## config.mk

```make
export PLATFORM = sky130hd
export DESIGN_NAME = sw_debounce_flat
export DESIGN_NICKNAME = d
export VERILOG_FILES = /design/src/rtl/sw_debounce_if.sv /design/src/rtl/sw_debounce.sv /design/src/flat_wrapper.sv
export SDC_FILE = /design/constraint.sdc
export NUM_CORES = 1
export LEC_CHECK = 0
export BUFFER_PORTS_ARGS = -buffer_cell sky130_fd_sc_hd__buf_2
export CORE_MARGIN = 10
export CORE_UTILIZATION = 56
export CTS_CLUSTER_DIAMETER = 200
export DETAILED_ROUTE_END_ITERATION = 8
export PLACE_DENSITY_LB_ADDON = 0.05
export SETUP_SLACK_MARGIN = 0.4
export SYNTH_ARGS = -nofsm -noshare
export SYNTH_HDL_FRONTEND = slang
export SYNTH_SLANG_ARGS = --single-unit
```

## constraint.sdc

```tcl
create_clock -name i_clk -period 1.81 [get_ports i_clk]
set_input_delay 0.2715 -clock i_clk [delete_from_list [all_inputs] [get_ports i_clk]]
set_output_delay 0.2715 -clock i_clk [all_outputs]
set_load 0.02 [all_outputs]
```

## src/rtl/sw_debounce_if.sv

```systemverilog
// Switch conditioning bus: raw switch levels in, debounced levels and edge pulses out.
// The master side drives raw switches; the slave side is the debouncer.
interface sw_debounce_if #(
  parameter int WIDTH = 18
);
  logic [WIDTH-1:0] i_sw;
  logic [WIDTH-1:0] o_sw_db;
  logic [WIDTH-1:0] o_sw_rise;
  logic [WIDTH-1:0] o_sw_fall;
  logic             o_changed;

  modport master (
    output i_sw,
    input  o_sw_db,
    input  o_sw_rise,
    input  o_sw_fall,
    input  o_changed
  );

  modport slave (
    input  i_sw,
    output o_sw_db,
    output o_sw_rise,
    output o_sw_fall,
    output o_changed
  );
endinterface

```

## src/rtl/sw_debounce.sv

```systemverilog
// Per-bit synchronizer plus consecutive-cycle debounce counter for the slide switches.
// Produces a stable level vector and single-cycle rise/fall pulses, all registered.
module sw_debounce #(
  parameter int WIDTH           = 18,
  parameter int SYNC_STAGES     = 2,
  parameter int DEBOUNCE_CYCLES = 1000000
) (
  input logic          i_clk,
  input logic          i_rst,
  sw_debounce_if.slave sw_bus
);

  localparam int CW = $clog2(DEBOUNCE_CYCLES + 1);
  localparam logic [CW-1:0] CNT_ZERO = {CW{1'b0}};
  localparam logic [CW-1:0] CNT_ONE  = CW'(32'd1);
  localparam logic [CW-1:0] CNT_LAST = CW'(DEBOUNCE_CYCLES - 1);

  logic [WIDTH-1:0] sync_r [SYNC_STAGES];
  logic [WIDTH-1:0] sync_last_s;
  logic [CW-1:0]    cnt_r      [WIDTH];
  logic [CW-1:0]    cnt_next_s [WIDTH];
  logic [WIDTH-1:0] db_r, rise_r, fall_r;
  logic [WIDTH-1:0] db_next_s, rise_next_s, fall_next_s;
  logic             changed_r, changed_next_s;

  assign sync_last_s = sync_r[SYNC_STAGES-1];

  // Synchronizer shift chain, no logic between stages
  always_ff @(posedge i_clk) begin
    if (i_rst) begin
      for (int k = 0; k < SYNC_STAGES; k++) begin
        sync_r[k] <= {WIDTH{1'b0}};
      end
    end else begin
      sync_r[0] <= sw_bus.i_sw;
      for (int k = 1; k < SYNC_STAGES; k++) begin
        sync_r[k] <= sync_r[k-1];
      end
    end
  end

  // Debounce decision: count consecutive deviations, accept at terminal count
  always_comb begin
    db_next_s   = db_r;
    rise_next_s = {WIDTH{1'b0}};
    fall_next_s = {WIDTH{1'b0}};
    for (int i = 0; i < WIDTH; i++) begin
      cnt_next_s[i] = cnt_r[i];
      if (sync_last_s[i] == db_r[i]) begin
        cnt_next_s[i] = CNT_ZERO;
      end else if (cnt_r[i] == CNT_LAST) begin
        db_next_s[i]   = sync_last_s[i];
        cnt_next_s[i]  = CNT_ZERO;
        rise_next_s[i] = sync_last_s[i];
        fall_next_s[i] = ~sync_last_s[i];
      end else begin
        cnt_next_s[i] = cnt_r[i] + CNT_ONE;
      end
    end
    changed_next_s = |(rise_next_s | fall_next_s);
  end

  // Counter and output registers
  always_ff @(posedge i_clk) begin
    if (i_rst) begin
      for (int i = 0; i < WIDTH; i++) begin
        cnt_r[i] <= CNT_ZERO;
      end
      db_r      <= {WIDTH{1'b0}};
      rise_r    <= {WIDTH{1'b0}};
      fall_r    <= {WIDTH{1'b0}};
      changed_r <= 1'b0;
    end else begin
      for (int i = 0; i < WIDTH; i++) begin
        cnt_r[i] <= cnt_next_s[i];
      end
      db_r      <= db_next_s;
      rise_r    <= rise_next_s;
      fall_r    <= fall_next_s;
      changed_r <= changed_next_s;
    end
  end

  assign sw_bus.o_sw_db   = db_r;
  assign sw_bus.o_sw_rise = rise_r;
  assign sw_bus.o_sw_fall = fall_r;
  assign sw_bus.o_changed = changed_r;

endmodule
```

## src/flat_wrapper.sv

```systemverilog
// flat-port wrapper written by rule: the top's interface ports become plain ports
module sw_debounce_flat 
#(
  parameter int WIDTH           = 18,
  parameter int SYNC_STAGES     = 2,
  parameter int DEBOUNCE_CYCLES = 1000000
)
  (i_clk, i_rst, sw_bus_i_sw, sw_bus_o_sw_db, sw_bus_o_sw_rise, sw_bus_o_sw_fall, sw_bus_o_changed);
  sw_debounce_if #(.WIDTH(WIDTH)) sw_bus_i ();
  input logic i_clk;
  input logic i_rst;
  input wire logic [$bits(sw_bus_i.i_sw)-1:0] sw_bus_i_sw;
  output wire logic [$bits(sw_bus_i.o_sw_db)-1:0] sw_bus_o_sw_db;
  output wire logic [$bits(sw_bus_i.o_sw_rise)-1:0] sw_bus_o_sw_rise;
  output wire logic [$bits(sw_bus_i.o_sw_fall)-1:0] sw_bus_o_sw_fall;
  output wire logic [$bits(sw_bus_i.o_changed)-1:0] sw_bus_o_changed;
  assign sw_bus_i.i_sw = sw_bus_i_sw;
  assign sw_bus_o_sw_db = sw_bus_i.o_sw_db;
  assign sw_bus_o_sw_rise = sw_bus_i.o_sw_rise;
  assign sw_bus_o_sw_fall = sw_bus_i.o_sw_fall;
  assign sw_bus_o_changed = sw_bus_i.o_changed;
  sw_debounce #(.WIDTH(WIDTH), .SYNC_STAGES(SYNC_STAGES), .DEBOUNCE_CYCLES(DEBOUNCE_CYCLES)) u_core (.i_clk(i_clk), .i_rst(i_rst), .sw_bus(sw_bus_i));
endmodule
```

# Word level (Yosys, flattened, before mapping)
# Memories as Yosys holds them, arrays and structs flattened.
# Cells that the tools add are included.
[word_totals]
word_cells = 284
regBits = 55
ram_bits = 396
mem_count = 2
[mem_list]
columns = ["name", "depth", "word_bits", "rd", "rd_clocked_by_memory_dff", "write_ports", "line", "source"]
rows = [
  ["u_core.cnt_r", 18, 20, 18, 0, 18, "sw_debounce.sv:20", "logic [CW-1:0] cnt_r [WIDTH];"],
  ["u_core.sync_r", 2, 18, 2, 0, 2, "sw_debounce.sv:18", "logic [WIDTH-1:0] sync_r [SYNC_STAGES];"],
]
[classes]
n_reduce_logical = 19
muxes = 131
n_bitwise = 57
eq_ne = 36
add_sub_neg = 18
[ops]
columns = ["cell", "n"]
rows = [
  ["two-way mux 20 bit", 54],
  ["adder 20 x 1 -> 20 bit (second input constant)", 18],
  ["equality test 20 bit (second input constant)", 18],
  ["two-way mux 1 bit", 75],
  ["two-way mux 18 bit", 2],
  ["NOT 1 bit", 36],
  ["AND reduction 2 bit", 18],
  ["OR 1 bit", 20],
  ["equality test 1 bit", 18],
  ["OR 18 bit", 1],
  ["OR reduction 18 bit", 1],
]

# Logic depth before layout (Yosys ltp)
# Gate-level depths: netlist (run 1).
[logic_depth]
word_depth = 5
ltp_mapped = 8

# Worst setup path after synthesis (run 1)
# Ideal clock, no wire load.
[synth_timing]
path_kind = "register -> register"
start = "mem u_core.cnt_r[6][0] (netlist name)"
end = "reg u_core.changed_r, in the netlist u_core.sw_bus.o_changed"
required_time_ns = 1.733
n_path_buf = 0
synth_period_minus_slack_ns = 1.815
t_arrival_ns = 1.738
setup_time_ns = 0.077
path_stages_with_launch = 7
path_slack_ns = -0.005
cell_sequence = "dfxtp_1 -> ha_1 -> nand2_1 -> or4_1 -> o32ai_1 -> nor4_2 -> a41oi_2"
[synth_lines]
columns = ["item", "line", "source"]
rows = [
  ["start: declaration", "sw_debounce.sv:20", ""],
  ["end signal: assignment", "sw_debounce.sv:80", "changed_r <= changed_next_s;"],
  ["end: declaration", "sw_debounce.sv:24", "logic changed_r, changed_next_s;"],
]

==> impl_table.tex, run 1 <==
\begin{tabular}{lr}
\hline
Metric & Value \\
\hline
\multicolumn{2}{l}{\textbf{GRT}} \\
Busiest metal layer after global routing & met2 \\
First-pass GRT wire length & 71,500 microns \\
Met3 Resource Use GR & 4.13\% \\
GRT met2 Usage & 35.1\% \\
Met1 capacity usage during global routing & 24.6\% \\
Total routing usage reported by global routing & 20.0\% \\
Maximum number of pins on one net before global-route repair & 37 \\
Number of antenna violations at the first check in global routing & 0 \\
GRT Residual Overflow & 0 \\
Number of global-route vias before repair & 15,304 \\
\multicolumn{2}{l}{\textbf{Synthesis}} \\
Per-instance average area after synthesis & 9.03 sq um \\
Share of the yosys chip area belonging to registers & 47.9\% \\
Post-Syn Nets & 2,125 \\
Predominant post-synthesis flop cell & sky130\_fd\_sc\_hd\_\_dfxtp\_1 \\
Number of enable flip-flop cells after synthesis & 0 \\
Area of the mapped netlist & 18,800 sq um \\
Number of register bits inferred by synthesis & 451 \\
Fraction of registers with async set/reset & 0\% \\
Synth Warn \# & 0 \\
Instance count of the mapped netlist & 2,087 \\
Post-synth cell types & 56 \\
\multicolumn{2}{l}{\textbf{Status}} \\
Run status & complete, but fails checks \\
Violations in the final reports & negative setup slack \\
\multicolumn{2}{l}{\textbf{Pwr}} \\
Proportion of power drawn by the clock network & 48.4\% \\
Switching part of the total power & 21.1\% \\
Internal power & 15.9 mW \\
PwrDens & 752 nW/um\^{}2 \\
Sw power & 4.27 mW \\
Leak pwr & 9.08 nW \\
Worst supply voltage drop on vdd & 0.879 mV \\
Fraction of power consumed by combinational cells & 2.2\% \\
Sequential Power Share & 49.3\% \\
\multicolumn{2}{l}{\textbf{Place}} \\
Last weighted congestion value of the routability-driven placer & 0.809 \\
Place WS & -0.147 ns \\
Post-detailed-placement half-perimeter wirelength & 25,900 microns \\
Port Buffers & 74 \\
\multicolumn{2}{l}{\textbf{Route}} \\
Routed via count divided by cell count & 5.39 \\
Remaining number of nets flagged by the antenna check after routing & 0 \\
Total via count in the routed design & 15,766 \\
DR WL/cell & 15.8 microns \\
DRT Pass-1 Iters & 5 \\
Number of design rule violations left after detail routing & 0 \\
Drt initial violations & 654 \\
Final Routed Wirelength & 46,300 microns \\
\multicolumn{2}{l}{\textbf{Critical path}} \\
Slack of the worst reg-to-reg path & -0.01 ns \\
Critical path's top delay family & simple AND/OR/NAND/NOR gates \\
Maximum net fanout on the critical path & 19 \\
Launch instance of the worst register-to-register path & u\_core.cnt\_r[10][12]\$\_SDFF\_PP0\_ \\
Longest individual stage delay on the worst path & 0.54 ns \\
Worst setup path class & flop to flop \\
Endpoint class of the critical path & flop \\
Endpoint arrival time on the critical path & 2.28 ns \\
Required arrival time at the worst endpoint & 2.27 ns \\
FF-to-FF path depth & 6 \\
Nature of the critical path startpoint & flop \\
Slowest library cell on the worst path & sky130\_fd\_sc\_hd\_\_or4\_4 \\
Number of buffers and inverters on the critical path & 1 \\
R2r endpoint & u\_core.cnt\_r[10][8]\$\_SDFF\_PP0\_ \\
Cell-by-cell trace of the critical path & or4\_4, nor4\_4, buf\_4, nand2b\_4, nand2\_8, nor2\_1 \\
\multicolumn{2}{l}{\textbf{Layout}} \\
Commonest cells after routing, fill and taps aside & sky130\_fd\_sc\_hd\_\_dfxtp\_1 (298), sky130\_fd\_sc\_hd\_\_nor2\_1 (274), sky130\_fd\_sc\_hd\_\_xnor2\_1 (198), sky130\_fd\_sc\_hd\_\_buf\_4 (185), sky130\_fd\_sc\_hd\_\_xor2\_1 (122) \\
Share of final-layout standard cells stronger than drive strength 1 & 40.3\% \\
Most frequent standard cell in the layout excluding fill and tap cells & sky130\_fd\_sc\_hd\_\_dfxtp\_1 \\
Final net count & 2,480 \\
Diode count & 0 \\
Final Core Density & 80.6\% \\
Area growth from synthesis to layout & 42.6\% \\
Fillers & 2,076 \\
\multicolumn{2}{l}{\textbf{Hold path}} \\
Hold depth & 2 \\
Worst min-delay path class & input pin to flop \\
Worst Hold Launch & i\_rst \\
End point of the most critical hold path & u\_core.sync\_r[0][29]\$\_SDFF\_PP0\_ \\
\multicolumn{2}{l}{\textbf{CTS}} \\
Number of sinks handled by clock tree synthesis & 451 \\
Clock-pin slew of the registers on the worst-case setup and hold paths & 0.06 ns \\
Clock network latency to the later pin of the worst-skew pair & 0.58 ns \\
Clk Tree Root Cell & sky130\_fd\_sc\_hd\_\_clkbuf\_16 \\
Max clock buf depth & 3 \\
CTS tree & built \\
Number of H-tree levels & 2 \\
Num CTS Buffers & 48 \\
\multicolumn{2}{l}{\textbf{Timing}} \\
Slew at the pin with the worst max-slew slack & 0.699 ns \\
RSZ-0062 raised after global routing & yes \\
Final Setup Violations & 13 \\
Clock Skew & 0.0227 ns \\
Minimum period implied by the final worst setup slack & 1.82 ns \\
Portion of the clock cycle consumed by the worst path in the final layout & 101\% \\
Max frequency & 0.549 GHz \\
Number of pins exceeding their max-slew limit in the final report & 0 \\
PnR worst setup slack & -0.0123 ns \\
Relative slew margins & 53.3\% \\
Number of hold-slack violations in the final timing report & 0 \\
\multicolumn{2}{l}{\textbf{Floorplan}} \\
DIE WIDTH & 203 microns \\
Standard-cell row count & 67 \\
Vertical extent of the die & 203 microns \\
Initial Utilization & 56.5\% \\
Die Footprint & 41,400 sq um \\
I/O pin cnt & 75 \\
Core area & 33,400 sq um \\
\multicolumn{2}{l}{\textbf{Flow run}} \\
Maxcap violations & 0 \\
\hline
\end{tabular}
per-stage QoR:
stage / std cells / hold slack [ns] / setup TNS [ns] / power (mW) / cell area [sq um]
after CTS: 2858 / 0.130 / -0.0150 / 20.3 / 24800
final: 2927 / 0.164 / -0.0732 / 20.2 / 26900
after detailed placement: 2665 / 0.420 / -0.862 / 10.5 / 21100
after global routing: 2927 / 0.181 / -1.80 / 20.8 / 26900
after floorplan: 2087 / 0.400 / 0 / 10.4 / 19700
after global placement: 2665 / 0.412 / -0.135 / 10.5 / 21100
per-layer routing:
metal / part of all wire, % / vias to the layer above / routed length, microns
li1: - / 7821 / -
met1: 44 / 7648 / 20200
met2: 51 / 214 / 23500
met3: 3.5 / 83 / 1630
met4: 2.0 / 0 / 914
met5: 0 / - / 0
worst register-to-register path, stage by stage (launching register included):
cell                       delay, ns
sky130_fd_sc_hd__dfxtp_2        0.32
sky130_fd_sc_hd__or4_4          0.54
sky130_fd_sc_hd__nor4_4         0.36
sky130_fd_sc_hd__buf_4          0.18
sky130_fd_sc_hd__nand2b_4       0.10
sky130_fd_sc_hd__nand2_8        0.14
sky130_fd_sc_hd__nor2_1         0.07
registers in the layout, summed over array words and instances, names as in the netlist:
signal and cells:
u_core.sw_bus.o_sw_rise 18, u_core.sw_bus.o_changed 1, u_core.sync_r 36, u_core.sw_bus.o_sw_db 18, u_core.sw_bus.o_sw_fall 18, u_core.cnt_r 360
worst max-delay path by stage:
stage                                    startpoint                            endpoint  slack (ns)  cells after the start
floorplan           u_core.cnt_r[10][12]$_SDFF_PP0_     u_core.cnt_r[10][12]$_SDFF_PP0_        0.11                      6
global placement     u_core.cnt_r[14][0]$_SDFF_PP0_  u_core.sw_bus.o_changed$_SDFF_PP0_       -0.13                      6
detailed placement   u_core.cnt_r[14][1]$_SDFF_PP0_  u_core.sw_bus.o_changed$_SDFF_PP0_       -0.15                      6
CTS                 u_core.cnt_r[10][13]$_SDFF_PP0_      u_core.cnt_r[10][6]$_SDFF_PP0_      -0.003                      6
global route        u_core.cnt_r[10][12]$_SDFF_PP0_     u_core.cnt_r[10][19]$_SDFF_PP0_       -0.08                      6
finish              u_core.cnt_r[10][12]$_SDFF_PP0_      u_core.cnt_r[10][8]$_SDFF_PP0_       -0.01                      6
Yosys cell counts, types with 18 or more instances:
cell type	number	area [sq um]
sky130_fd_sc_hd__clkbuf_1	28	105
sky130_fd_sc_hd__dfxtp_1	451	9030
sky130_fd_sc_hd__nand2_1	122	458
sky130_fd_sc_hd__xnor2_1	202	1770
sky130_fd_sc_hd__nor2_1	442	1660
sky130_fd_sc_hd__nor4b_1	29	254
sky130_fd_sc_hd__and2_1	20	125
sky130_fd_sc_hd__ha_1	18	225
sky130_fd_sc_hd__inv_1	50	188
sky130_fd_sc_hd__nand3_1	114	571
sky130_fd_sc_hd__xor2_1	127	1110
sky130_fd_sc_hd__or3_1	20	125
sky130_fd_sc_hd__o21ai_0	19	95.1
sky130_fd_sc_hd__nor2b_1	45	282
sky130_fd_sc_hd__nand4_1	68	425
sky130_fd_sc_hd__nor4_1	29	181
sky130_fd_sc_hd__nor3_1	60	300
sky130_fd_sc_hd__and3_1	49	307
sky130_fd_sc_hd__a21oi_1	18	90.1
sky130_fd_sc_hd__and4_1	32	280
power groups by stage:
stage          sequential, mW  combinational, mW  clock [mW]
3_3_place_gp             10.2              0.247           0
3_5_place_dp             10.2              0.252           0
2_1_floorplan            10.2              0.180           0
6_report                 9.97              0.447        9.79
4_1_cts                  10.0              0.351        9.96
5_1_grt                  9.97              0.480        10.4
final cells by class:
cell class,instances,area [sq um],share of cell area [%]
multi-input combinational,1557,12500,46.4
sequential,451,9300,34.6
timing repair buffer,334,2770,10.3
clock buffer,70,1410,5.23
tap,448,561,2.08
inverter,50,188,0.698
clock inverter,17,175,0.652
what timing repair did:
item	in CTS	in global routing
setup buffers	69	52
cloned	19	17
hold buffers	18	0
hold endpoints to repair	18	0
pin swaps	179	137
resized for setup	300	401
endpoints found under the setup margin	431	435
kinds of logic (layout without fill, tap and decap cells):
group / count (synthesis) / in the layout / share of synthesized area [%]
muxes: 13 / 13 / 0.690
and+or+nand+nor: 1128 / 1150 / 31.1
AOI/OAI and AO/OA: 47 / 47 / 1.49
buffers and inverters: 101 / 471 / 2.32
xor gates and xnor gates: 329 / 329 / 15.3
adders and majority gates: 18 / 18 / 1.19
DFF: 451 / 451 / 47.9
No activity file was read; power rests on OpenSTA's default activity.
==> inputs of run 2 (changes only) <==
--- a/config.mk
+++ b/config.mk
@@ -7,10 +7,11 @@
 export LEC_CHECK = 0
 export BUFFER_PORTS_ARGS = -buffer_cell sky130_fd_sc_hd__buf_2
 export CORE_MARGIN = 10
-export CORE_UTILIZATION = 56
+export CORE_UTILIZATION = 62
 export CTS_CLUSTER_DIAMETER = 200
 export DETAILED_ROUTE_END_ITERATION = 8
 export PLACE_DENSITY_LB_ADDON = 0.05
+export RECOVER_POWER = 25
 export SETUP_SLACK_MARGIN = 0.4
 export SYNTH_ARGS = -nofsm -noshare
 export SYNTH_HDL_FRONTEND = slang
==> constraint.sdc (replaced) <==
create_clock -name i_clk -period 1.7 [get_ports i_clk]
set_input_delay 0.255 -clock i_clk [delete_from_list [all_inputs] [get_ports i_clk]]
set_output_delay 0.255 -clock i_clk [all_outputs]
set_load 0.02 [all_outputs]
==> run 2 against run 1 <==
Sequential share of layout area fell by 0.54 points. Critical endpoint is now u_core.sw_bus.o_sw_db[1]$_SDFFE_PP0P_. First-iteration DRC count rose by 130%. Worst setup slack got worse by 0.23 ns. Total power rose by 10%. Via count rose by 12%. The run still ends with negative setup slack left. Clock power rose by 14%. Clock skew fell by 0.0041 ns. Critical path depth fell by 1. Die area fell by 8.7%. Critical path type unchanged. Register-to-register slack got worse by 0.23 ns.
==> impl_table.tex, run 2 (synthesized netlist as in run 1, its figures left out) <==
\begin{tabular}{lr}
\hline
Metric & Value \\
\hline
\multicolumn{2}{l}{\textbf{Pwr}} \\
PwrDens & 820 nW/um\^{}2 \\
Leak pwr & 9.22 nW \\
Worst supply voltage drop on vdd & 0.987 mV \\
\multicolumn{2}{l}{\textbf{Route}} \\
Number of design rule violations left after detail routing & 0 \\
Total via count in the routed design & 17,625 \\
DR WL/cell & 20.9 microns \\
Final Routed Wirelength & 61,000 microns \\
DRT Pass-1 Iters & 5 \\
Drt initial violations & 1,491 \\
Routed via count divided by cell count & 6.04 \\
Remaining number of nets flagged by the antenna check after routing & 0 \\
\multicolumn{2}{l}{\textbf{Timing}} \\
Relative slew margins & 28.0\% \\
RSZ-0062 raised after global routing & yes \\
Minimum period implied by the final worst setup slack & 1.95 ns \\
Final Setup Violations & 199 \\
Slew at the pin with the worst max-slew slack & 1.08 ns \\
Clock Skew & 0.0185 ns \\
Number of hold-slack violations in the final timing report & 0 \\
Max frequency & 0.514 GHz \\
Number of pins exceeding their max-slew limit in the final report & 0 \\
Post-route setup TNS & -9.35 ns \\
Portion of the clock cycle consumed by the worst path in the final layout & 114\% \\
PnR worst setup slack & -0.245 ns \\
\multicolumn{2}{l}{\textbf{Critical path}} \\
Slack of the worst reg-to-reg path & -0.25 ns \\
Required arrival time at the worst endpoint & 2.12 ns \\
Maximum net fanout on the critical path & 6 \\
Nature of the critical path startpoint & flop \\
Worst setup path class & flop to flop \\
Endpoint class of the critical path & flop \\
FF-to-FF path depth & 5 \\
Endpoint arrival time on the critical path & 2.37 ns \\
\multicolumn{2}{l}{\textbf{Layout}} \\
Most frequent standard cell in the layout excluding fill and tap cells & sky130\_fd\_sc\_hd\_\_dfxtp\_1 \\
Largest registers & u\_core.cnt\_r (360), u\_core.sync\_r (36) \\
Biggest register & u\_core.cnt\_r \\
Fillers & 1,138 \\
Area taken by flip-flops and latches & 9260 sq um \\
Diode count & 0 \\
Area taken by multi-input logic gates & 12,400 sq um \\
Final Core Density & 91.2\% \\
Max reg flops & 360 \\
Final net count & 2,528 \\
Commonest cells after routing, fill and taps aside & sky130\_fd\_sc\_hd\_\_dfxtp\_1 (317), sky130\_fd\_sc\_hd\_\_nor2\_1 (291), sky130\_fd\_sc\_hd\_\_buf\_4 (215), sky130\_fd\_sc\_hd\_\_xnor2\_1 (183), sky130\_fd\_sc\_hd\_\_xor2\_1 (122) \\
Share of final-layout standard cells stronger than drive strength 1 & 39.3\% \\
Area growth from synthesis to layout & 44.2\% \\
\multicolumn{2}{l}{\textbf{GRT}} \\
Number of global-route vias before repair & 16,725 \\
Number of antenna violations at the first check in global routing & 2 \\
Maximum number of pins on one net before global-route repair & 27 \\
First-pass GRT wire length & 80,800 microns \\
GRT Residual Overflow & 0 \\
Total routing usage reported by global routing & 24.6\% \\
\multicolumn{2}{l}{\textbf{CTS}} \\
Clock network latency to the later pin of the worst-skew pair & 0.56 ns \\
Number of H-tree levels & 2 \\
Number of sinks handled by clock tree synthesis & 451 \\
Clock-pin slew of the registers on the worst-case setup and hold paths & 0.06 ns \\
Clk Tree Root Cell & sky130\_fd\_sc\_hd\_\_clkbuf\_16 \\
Num CTS Buffers & 46 \\
Max clock buf depth & 3 \\
CTS tree & built \\
\multicolumn{2}{l}{\textbf{Place}} \\
Port Buffers & 74 \\
Post-detailed-placement half-perimeter wirelength & 27,100 microns \\
Last weighted congestion value of the routability-driven placer & 0.833 \\
\multicolumn{2}{l}{\textbf{Floorplan}} \\
Vertical extent of the die & 194 microns \\
Core area & 29,800 sq um \\
Initial Utilization & 63.3\% \\
Standard-cell row count & 63 \\
I/O pin cnt & 75 \\
DIE WIDTH & 194 microns \\
Die Footprint & 37,800 sq um \\
\multicolumn{2}{l}{\textbf{Status}} \\
Run status & complete, but fails checks \\
Violations in the final reports & negative setup slack \\
\multicolumn{2}{l}{\textbf{Hold path}} \\
Hold depth & 1 \\
Worst min-delay path class & flop to flop \\
\multicolumn{2}{l}{\textbf{Flow run}} \\
Maxcap violations & 0 \\
\hline
\end{tabular}
run 2: cell count changes in the layout (fill, tap and decap cells not counted), moves of 16 or more:
cell / before / now
sky130_fd_sc_hd__nor2_4: 90 / 58
sky130_fd_sc_hd__buf_4: 185 / 215
sky130_fd_sc_hd__nor2_1: 274 / 291
sky130_fd_sc_hd__dfxtp_1: 298 / 317
sky130_fd_sc_hd__clkbuf_1: 11 / 54
sky130_fd_sc_hd__buf_2: 73 / 28
sky130_fd_sc_hd__xnor2_2: 3 / 19
run 2: area by class of cell:
class	instances	area share, %
Timing Repair Buffer	387	11.6
Tap cell	390	1.80
Clock buffer	61	5.01
Sequential cell	451	34.1
Inverter	50	0.691
Clock inverter	24	1.14
Multi-Input combinational cell	1554	45.7
run 2: metrics by stage:
step	total power [mW]	std cells	setup WS (ns)	instance area (sq um)	hold slack, ns
after floorplan	11.1	2087	0.00177	19900	0.383
after global placement	11.2	2678	-0.0653	21700	0.413
after detailed placement	11.2	2678	-0.151	21700	0.425
after CTS	22.1	2871	-0.0946	25600	0.130
after global routing	22.7	2917	-0.268	27200	0.448
final	22.3	2917	-0.245	27200	0.435
run 2: path summary, 6_finish.rpt:
check,start,end
worst max register to register,u_core.cnt_r[1][9]$_SDFF_PP0_,u_core.sw_bus.o_sw_db[1]$_SDFFE_PP0P_
worst max-delay path,u_core.cnt_r[1][9]$_SDFF_PP0_,u_core.sw_bus.o_sw_db[1]$_SDFFE_PP0P_
worst min-delay path,u_core.cnt_r[12][0]$_SDFF_PP0_,u_core.cnt_r[12][0]$_SDFF_PP0_
worst min register to register,u_core.cnt_r[12][0]$_SDFF_PP0_,u_core.cnt_r[12][0]$_SDFF_PP0_
run 2: per-layer routing:
| metal | up-vias | share of wire (%) | track usage [%] | routed length (microns) |
|---|---|---|---|---|
| li1 | 7879 | - | - | - |
| met1 | 8581 | 37 | 29.6 | 22700 |
| met2 | 868 | 52 | 44.2 | 31700 |
| met3 | 295 | 6.1 | 3.36 | 3710 |
| met4 | 2 | 4.8 | 7.69 | 2930 |
| met5 | - | 0.021 | 0 | 13 |
run 2: repair_timing:
item	4_1_cts	5_1_grt
cloned	25	10
endpoints found under the hold margin	18	0
gates resized for setup	302	321
setup endpoints to repair	443	454
hold buffers	18	0
buffers inserted	65	36
pin swaps	184	110
run 2: where the power goes:
part	internal (mW)	switching, mW
Clock	6.72	4.44
Combinational	0.206	0.279
Sequential	10.6	0.0522
run 2: worst max-delay path, stage by stage, from the launching register on:
cell                       delay (ns)
sky130_fd_sc_hd__dfxtp_1         0.38
sky130_fd_sc_hd__nor4bb_1        0.55
sky130_fd_sc_hd__nand2_1         0.11
sky130_fd_sc_hd__or2_1           0.43
sky130_fd_sc_hd__mux2i_1         0.28
sky130_fd_sc_hd__nor2_1          0.06
==> inputs of run 3 (changes only) <==
--- a/config.mk
+++ b/config.mk
@@ -6,8 +6,11 @@
 export NUM_CORES = 1
 export LEC_CHECK = 0
 export BUFFER_PORTS_ARGS = -buffer_cell sky130_fd_sc_hd__buf_2
+export CELL_PAD_IN_SITES_DETAIL_PLACEMENT = 0
+export CELL_PAD_IN_SITES_GLOBAL_PLACEMENT = 1
+export CORE_ASPECT_RATIO = 1.2
 export CORE_MARGIN = 10
-export CORE_UTILIZATION = 62
+export CORE_UTILIZATION = 48
 export CTS_CLUSTER_DIAMETER = 200
 export DETAILED_ROUTE_END_ITERATION = 8
 export PLACE_DENSITY_LB_ADDON = 0.05
==> run 3 against run 2 <==
The run still ends with negative setup slack left. Utilization decreased by 22 points. First-iteration DRC count decreased by 69%. Combinational power decreased by 9.1%. Maximum frequency increased by 9.9%. Sequential power about the same. Critical endpoint is now u_core.sw_bus.o_changed$_SDFF_PP0_. Largest power group unchanged. Highest routed layer is now met4.
==> impl_table.tex, run 3 (synthesized netlist as in run 1, its figures left out) <==
\begin{tabular}{lr}
\hline
Metric & Value \\
\hline
\multicolumn{2}{l}{\textbf{GRT}} \\
Maximum number of pins on one net before global-route repair & 31 \\
Number of global-route vias before repair & 15,485 \\
First-pass GRT wire length & 73,300 microns \\
GRT Residual Overflow & 0 \\
Total routing usage reported by global routing & 17.9\% \\
Number of antenna violations at the first check in global routing & 0 \\
\multicolumn{2}{l}{\textbf{Timing}} \\
Post-route setup TNS & -1.65 ns \\
Number of hold-slack violations in the final timing report & 0 \\
Final Setup Violations & 57 \\
PnR worst setup slack & -0.0694 ns \\
Minimum period implied by the final worst setup slack & 1.77 ns \\
Clock Skew & 0.0252 ns \\
Max frequency & 0.565 GHz \\
Relative slew margins & 37.6\% \\
RSZ-0062 raised after global routing & yes \\
Portion of the clock cycle consumed by the worst path in the final layout & 104\% \\
Slew at the pin with the worst max-slew slack & 0.935 ns \\
Number of pins exceeding their max-slew limit in the final report & 0 \\
\multicolumn{2}{l}{\textbf{Layout}} \\
Biggest register & u\_core.cnt\_r \\
Diode count & 0 \\
Most frequent standard cell in the layout excluding fill and tap cells & sky130\_fd\_sc\_hd\_\_nor2\_1 \\
Max reg flops & 360 \\
Final Core Density & 69.3\% \\
Share of final-layout standard cells stronger than drive strength 1 & 36.8\% \\
Commonest cells after routing, fill and taps aside & sky130\_fd\_sc\_hd\_\_nor2\_1 (328), sky130\_fd\_sc\_hd\_\_dfxtp\_1 (320), sky130\_fd\_sc\_hd\_\_buf\_4 (240), sky130\_fd\_sc\_hd\_\_xnor2\_1 (195), sky130\_fd\_sc\_hd\_\_xor2\_1 (127) \\
Final net count & 2,548 \\
Cell area after layout & 26,800 sq um \\
Area growth from synthesis to layout & 42.4\% \\
Largest registers & u\_core.cnt\_r (360), u\_core.sync\_r (36) \\
\multicolumn{2}{l}{\textbf{Flow run}} \\
Maxcap violations & 0 \\
\multicolumn{2}{l}{\textbf{Hold path}} \\
Worst min-delay path class & input pin to flop \\
\multicolumn{2}{l}{\textbf{Critical path}} \\
Beginning of the critical path & u\_core.cnt\_r[2][0]\$\_SDFF\_PP0\_ \\
FF-to-FF path depth & 6 \\
Maximum net fanout on the critical path & 3 \\
Slack of the worst reg-to-reg path & -0.07 ns \\
Required arrival time at the worst endpoint & 2.21 ns \\
R2r endpoint & u\_core.sw\_bus.o\_changed\$\_SDFF\_PP0\_ \\
Endpoint arrival time on the critical path & 2.28 ns \\
Termination of the worst setup path & u\_core.sw\_bus.o\_changed\$\_SDFF\_PP0\_ \\
Launch instance of the worst register-to-register path & u\_core.cnt\_r[2][0]\$\_SDFF\_PP0\_ \\
Nature of the critical path startpoint & flop \\
Worst setup path class & flop to flop \\
Endpoint class of the critical path & flop \\
\multicolumn{2}{l}{\textbf{Floorplan}} \\
Core area & 38,700 sq um \\
DIE WIDTH & 201 microns \\
Die Footprint & 47,600 sq um \\
Initial Utilization & 48.6\% \\
Vertical extent of the die & 237 microns \\
I/O pin cnt & 75 \\
Standard-cell row count & 79 \\
\multicolumn{2}{l}{\textbf{Route}} \\
Number of design rule violations left after detail routing & 0 \\
Routed via count divided by cell count & 5.04 \\
Remaining number of nets flagged by the antenna check after routing & 0 \\
Total via count in the routed design & 15,488 \\
Drt initial violations & 461 \\
DRT Pass-1 Iters & 4 \\
Final Routed Wirelength & 44,200 microns \\
DR WL/cell & 14.4 microns \\
\multicolumn{2}{l}{\textbf{Pwr}} \\
Leak pwr & 9.05 nW \\
PwrDens & 812 nW/um\^{}2 \\
Worst supply voltage drop on vdd & 0.743 mV \\
\multicolumn{2}{l}{\textbf{CTS}} \\
Number of H-tree levels & 2 \\
Clk Tree Root Cell & sky130\_fd\_sc\_hd\_\_clkbuf\_16 \\
Max clock buf depth & 3 \\
CTS tree & built \\
Number of sinks handled by clock tree synthesis & 451 \\
Clock network latency to the later pin of the worst-skew pair & 0.59 ns \\
Num CTS Buffers & 48 \\
Clock-pin slew of the registers on the worst-case setup and hold paths & 0.06 ns \\
\multicolumn{2}{l}{\textbf{Status}} \\
Run status & complete, but fails checks \\
Violations in the final reports & negative setup slack \\
\multicolumn{2}{l}{\textbf{Place}} \\
Post-DP Area & 22,000 sq um \\
Post-detailed-placement half-perimeter wirelength & 27,500 microns \\
Port Buffers & 74 \\
Last weighted congestion value of the routability-driven placer & 0.818 \\
\hline
\end{tabular}
[run 3: cell types whose count changed in the layout (fill, tap and decap cells not counted), sizes merged]
cell / previous run / this run
buf: 312 / 332
bufinv: 7 / 4
clkbuf: 118 / 119
clkinv: 13 / 11
dlygate4sd3: 18 / 19
inv: 51 / 53
nand2: 152 / 154
[run 3: repair_timing]
item,in CTS,in global routing
endpoints found under the hold margin,18,0
endpoints found under the setup margin,468,468
buffers inserted,62,32
pin swaps,184,108
resized for setup,311,215
cloned,28,5
hold buffers,19,0
[run 3: final cells by class]
| class | instances | area, sq um |
|---|---|---|
| fillers | 3038 | 11900 |
| clock buffers | 67 | 1390 |
| flip-flops and latches | 451 | 9240 |
| repair buffers | 403 | 3200 |
| clock inverters | 21 | 235 |
| well taps | 526 | 658 |
| inverters | 50 | 188 |
| multi-input cells | 1556 | 11900 |
[run 3: where the power goes]
group	leakage [nW]	internal, mW	switching, mW	total (mW)
combinational	4.54	0.201	0.240	0.441
clock	0.799	6.35	4.37	10.7
sequential	3.71	10.6	0.0440	10.6
[run 3: worst min path at each step]
stage                                         start                                     end  slack, ns  depth (start not counted)
floorplan                            sw_bus_i_sw[0]          u_core.sync_r[0][0]$_SDFF_PP0_       0.38                          1
global placement    u_core.sync_r[0][17]$_SDFF_PP0_         u_core.sync_r[0][35]$_SDFF_PP0_       0.42                          1
detailed placement  u_core.sync_r[0][17]$_SDFF_PP0_         u_core.sync_r[0][35]$_SDFF_PP0_       0.42                          1
CTS                                           i_rst         u_core.sync_r[0][31]$_SDFF_PP0_      0.002                          2
global route                                  i_rst  u_core.sw_bus.o_sw_db[13]$_SDFFE_PP0P_       0.03                          2
finish                                        i_rst         u_core.sync_r[0][31]$_SDFF_PP0_       0.03                          2
[run 3: through the flow]
step | hold slack (ns) | total power, mW | setup WS [ns] | std cells
after floorplan | 0.383 | 11.1 | 0.00177 | 2087
after global placement | 0.417 | 11.2 | -0.148 | 2840
after detailed placement | 0.425 | 11.2 | -0.137 | 2840
after CTS | 0.00215 | 22.1 | -0.109 | 3037
after global routing | 0.0347 | 22.5 | -0.158 | 3074
final | 0.0256 | 21.8 | -0.0694 | 3074
[run 3: worst max-delay path: stages (launching register included)]
cell,delay [ns]
sky130_fd_sc_hd__dfxtp_4,0.36
sky130_fd_sc_hd__ha_4,0.12
sky130_fd_sc_hd__and4_4,0.20
sky130_fd_sc_hd__nand2_2,0.07
sky130_fd_sc_hd__or4_4,0.56
sky130_fd_sc_hd__and3_4,0.22
sky130_fd_sc_hd__a41oi_2,0.18
[run 3: per-layer routing]
metal | up-vias | part of all wire, % | GRT usage [%]
met4 | 0 | 1.9 | 5.49
met2 | 149 | 50 | 32.2
met3 | 65 | 3.2 | 3.18
li1 | 7936 | - | -
met5 | - | 0 | 0
met1 | 7338 | 45 | 21.3
